$ cat src/rtl/uart_tx_feeder.sv
// FIFO front end for the UART transmitter: buffers producer words and issues one
// up_data strobe per frame. Optional stats (tx_count, drop_flag) under `UART_TX_FEEDER_STAT_EN.
module uart_tx_feeder #(
  parameter int unsigned N            = 8,
  parameter int unsigned DEPTH        = 8,
  parameter int unsigned FRAME_CYCLES = 12
) (
  input  logic                         clk,
  input  logic                         rst,
  input  logic [N-1:0]                 in_data,
  input  logic                         in_valid,
  output logic                         in_ready,
  output logic [N-1:0]                 data,
  output logic                         up_data,
  output logic [$clog2(DEPTH+1)-1:0]   fifo_level,
  output logic                         tx_idle
`ifdef UART_TX_FEEDER_STAT_EN
  ,
  output logic [15:0]                  tx_count,
  output logic                         drop_flag
`endif
);

  localparam int unsigned AW = $clog2(DEPTH);
  localparam int unsigned LW = $clog2(DEPTH + 1);
  localparam int unsigned CW = $clog2(FRAME_CYCLES);

  typedef enum logic [1:0] {IDLE, SEND, WAIT} state_t;

  state_t         state;
  logic [N-1:0]   mem [DEPTH];
  logic [AW-1:0]  wr_ptr;
  logic [AW-1:0]  rd_ptr;
  logic [CW-1:0]  guard_cnt;
  logic           full;
  logic           empty;
  logic           push;
  logic           pop;

  // Full/empty come from the registered level only, so there is no same-cycle bypass.
  assign full     = (fifo_level == LW'(DEPTH));
  assign empty    = (fifo_level == '0);
  assign in_ready = !full;
  assign push     = in_valid && !full;
  assign pop      = (state == IDLE) && !empty;
  assign tx_idle  = empty && (state == IDLE);

  always_ff @(posedge clk) begin
    if (push && !rst) mem[wr_ptr] <= in_data;
  end

  always_ff @(posedge clk or posedge rst) begin
    if (rst) begin
      wr_ptr     <= '0;
      rd_ptr     <= '0;
      fifo_level <= '0;
    end else begin
      if (push) wr_ptr <= wr_ptr + AW'(1);
      if (pop)  rd_ptr <= rd_ptr + AW'(1);
      fifo_level <= fifo_level + LW'(push) - LW'(pop);
    end
  end

  // Frame sequencer: up_data is registered alongside the entry into SEND.
  always_ff @(posedge clk or posedge rst) begin
    if (rst) begin
      state     <= IDLE;
      data      <= '0;
      up_data   <= 1'b0;
      guard_cnt <= '0;
    end else begin
      case (state)
        IDLE: begin
          up_data <= 1'b0;
          if (!empty) begin
            data    <= mem[rd_ptr];
            up_data <= 1'b1;
            state   <= SEND;
          end
        end
        SEND: begin
          up_data   <= 1'b0;
          guard_cnt <= CW'(FRAME_CYCLES - 1);
          state     <= WAIT;
        end
        WAIT: begin
          up_data <= 1'b0;
          if (guard_cnt == '0) state <= IDLE;
          else                 guard_cnt <= guard_cnt - CW'(1);
        end
        default: begin
          up_data <= 1'b0;
          state   <= IDLE;
        end
      endcase
    end
  end

`ifdef UART_TX_FEEDER_STAT_EN
  always_ff @(posedge clk or posedge rst) begin
    if (rst) begin
      tx_count  <= '0;
      drop_flag <= 1'b0;
    end else begin
      if (state == SEND)     tx_count  <= tx_count + 16'd1;
      if (in_valid && full)  drop_flag <= 1'b1;
    end
  end
`endif

endmodule

$ cat config.mk
export PLATFORM = sky130hd
export DESIGN_NAME = uart_tx_feeder
export DESIGN_NICKNAME = d
export VERILOG_FILES = /design/src/rtl/uart_tx_feeder.sv
export SDC_FILE = /design/constraint.sdc
export NUM_CORES = 1
export LEC_CHECK = 0
export ABC_AREA = 0
export BUFFER_PORTS_ARGS = -buffer_cell sky130_fd_sc_hd__clkbuf_2
export CAP_MARGIN = 15
export CORE_MARGIN = 3
export CORE_UTILIZATION = 35
export CTS_BUF_LIST = sky130_fd_sc_hd__clkbuf_8
export DETAILED_ROUTE_END_ITERATION = 12
export GPL_TIMING_DRIVEN = 1
export HOLD_SLACK_MARGIN = 0.08
export SLEW_MARGIN = 5
export SYNTH_ARGS = -nofsm -noshare
export SYNTH_HDL_FRONTEND = slang
export SYNTH_SLANG_ARGS = --single-unit
$ cat constraint.sdc
create_clock -name clk -period 5.26 [get_ports clk]
set_clock_uncertainty 0.2 [all_clocks]
set_input_delay 0.526 -clock clk [delete_from_list [all_inputs] [get_ports clk]]
set_output_delay 0.526 -clock clk [all_outputs]
set_load 0.03 [all_outputs]
==> out/results.ini <==
[place]
dp.cells=398
dp_hpwl_um=4780
finalWeightedCongestion=0.745
portBuffers=25

[clock_network]
cts.sinks=89
htreeDepth=3
ctsResizeCount=0
path_clk_slew_ps=90
cts_tree=done
cts-root-buf=clkbuf_8
cts_buffers=9
ctsHoldBuffers=1
cts_setup_buffers=0
cts_buffer_depth=2
clk_latency_ps=350

[synthesis]
synth_nets=267
ys_types=38
syn_avg_cell_area_sq_um=15.4
synth_top_area_share_pct=50.9
synth_area_leaders=edfxtp_1 (51%), dfrtp_1 (17%), mux2_2 (5.4%)
synth-edff-count=64
yosysSeqAreaShare_pct=67.5
yosysWarnings=0
synth_top_area_cell=edfxtp_1
synth_ff_type=edfxtp_1
async_flop_share_pct=28.1
ys_ff_latch=89
syn_area_sq_um=3780
synthCells=246

[setup_path]
worstPathMaxFanout=27
critPathRequiredTime_ps=5120
cp_top_family=buffers and inverters
crit_path_top_delay_cell=nor3_1
reg2reg_slack_ps=2530
cpMostUsedCell=clkbuf_2
timing.rr.end=fifo_level[2]
crit_buf_inv=5
critPathMaxStageDelay_ps=590
r2r-start=fifo_level[2]
reg2regPathDepth=12
crit_chain=dlygate4sd3_1 > clkbuf_2 > inv_1 > buf_4 > nand4b_1 > nor3_1 > clkbuf_2
crit_type=input pin to register
crit_path_start_kind=input pin
setup.worst_path.end_class=register
crit_arrival_ps=2650

[route]
ant_nets=0
num_vias=2086
first_pass_iters=4
dr.first_iter.drc_count=121
drt_wl_total_um=6990
vias_per_cell=5.00
routedWlPerCell_um=16.8
drc=0

[timing]
rsz0062_at_grt=false
finalMaxSlewViolations=0
setup_viol=0
max_slew_margin_pct=36.0
setup-tns-final_ps=0
fmax_mhz=358
fin_crit_ps=2800
hold_viol=0
worstMarginPinSlew_ps=956
timing.final.crit_share_pct=53.2

[grt]
grt_pass1_vias=2121
grt_max_degree=35
grt_first_pass_wirelength_um=11400
antenna_found_initial=0
track_usage_pct=12.9
grt.overflow.total=0

[floorplanning]
design.die.area_sq_um=12100
core_sq_um=10400
initial_core_util_pct=36.3
ioPinCount=26
rows=37
die_y_um=110
die_w_um=110

[power]
leakagePower_nw=1.61
powerDensity_nw_per_um2=562
ir_drop_mv=0.197

[layout]
diodes=0
finalNonFillerCells=417
layout-drive-gt1-share_pct=26.3
area_growth_pct=12.3
utilization_pct=40.7
nNetsFinal=297

[hold_path]
min_to=mem[5][6]
hp-start=in_data[6]
holdCritPathClass=input pin to register
min_path_cells=1

[outcome]
outcome=finished clean

[flow_run]
cap_violations=0

[cell usage in the layout, fill, tap and decap left out, drive strengths merged, types with 2 or more instances in the layout]
cell      count
a21oi         2
a22o          8
a32oi         2
buf           4
clkbuf       35
clkinv        2
clkinvlp      2
dfrtp        25
edfxtp       64
ha            9
inv          16
mux2         18
mux2i        16
nand2         7
nand2b        5
nand3         2
nor2          7
nor3          3
nor3b         4
o21ai        11
o22ai         9
o31ai         8
or2           2
or3b          2
xnor2         4
xor2          2
[cell usage after synthesis (3+ instances only)]
| master | n |
|---|---|
| edfxtp_1 | 64 |
| dfrtp_1 | 25 |
| mux2_2 | 18 |
| mux2i_1 | 16 |
| inv_1 | 14 |
| o21ai_0 | 11 |
| ha_1 | 9 |
| o22ai_1 | 9 |
| a22o_1 | 8 |
| o31ai_2 | 8 |
| nand2_1 | 7 |
| nor2_1 | 7 |
| nand2b_1 | 5 |
| nor3b_1 | 4 |
| xnor2_1 | 4 |
| buf_2 | 3 |
| buf_6 | 3 |
| clkbuf_1 | 3 |
| nor3_1 | 3 |
[through the flow]
step	area (sq um)	hold slack [ps]	worst slack [ps]	total power, W
2_1_floorplan	3780	285	2360	0.00173
6_report	4240	257	2460	0.00238
3_5_place_dp	4020	337	2490	0.00195
3_3_place_gp	4020	324	2510	0.00193
5_1_grt	4240	242	2250	0.00254
4_1_cts	4230	232	2330	0.00242
[registers in the layout, indices dropped and copies added, names as in the netlist]
register	count
mem	64
data	8
fifo_level	4
guard_cnt	4
rd_ptr	3
wr_ptr	3
state	2
up_data	1
[logic make-up after synthesis]
logic type                 count (synthesis)  share of synthesized area (%)
AOI/OAI and AO/OA                         43                           8.91
xor gates and xnor gates                   6                           1.39
adders and majority gates                 10                           3.51
buffers and inverters                     26                           3.38
DFF                                       89                           67.5
muxes                                     34                           9.61
and+or+nand+nor                           38                           5.73
[final cells by class]
class	instances	area, sq um
Sequential cell	89	2550
Multi-Input combinational cell	131	1100
Timing Repair Buffer	31	168
Fill cell	957	6180
Tap cell	136	170
Inverter	14	52.6
Clock buffer	9	124
Clock inverter	7	77.6
[routing by layer]
metal  vias up  part of all wire (%)  GRT usage, %
li1        983                     -             -
met1      1053                    44          16.9
met2        44                    51          20.9
met3         6                   4.1          3.05
met4         0                  0.84          4.27
met5         -                     0             0
[how the worst max path moves through the flow]
| stage | startpoint | endpoint | cells after the start |
|---|---|---|---|
| detailed placement | fifo_level[2] | fifo_level[2] | 12 |
| CTS | rst | mem[0][4] | 6 |
| floorplan | fifo_level[2] | fifo_level[2] | 11 |
| finish | rst | mem[0][3] | 7 |
| global route | rst | mem[4][4] | 6 |
| global placement | rst | mem[0][4] | 5 |
[report_power, final]
group          internal, W  leakage, nW  switching, W  total [W]
clock network     0.000224       0.0954      0.000242   0.000466
registers         0.000896        0.871      0.000113    0.00101
logic             0.000370        0.638      0.000537   0.000907
total              0.00149         1.61      0.000893    0.00238
Power figures use the tool's default switching activity.
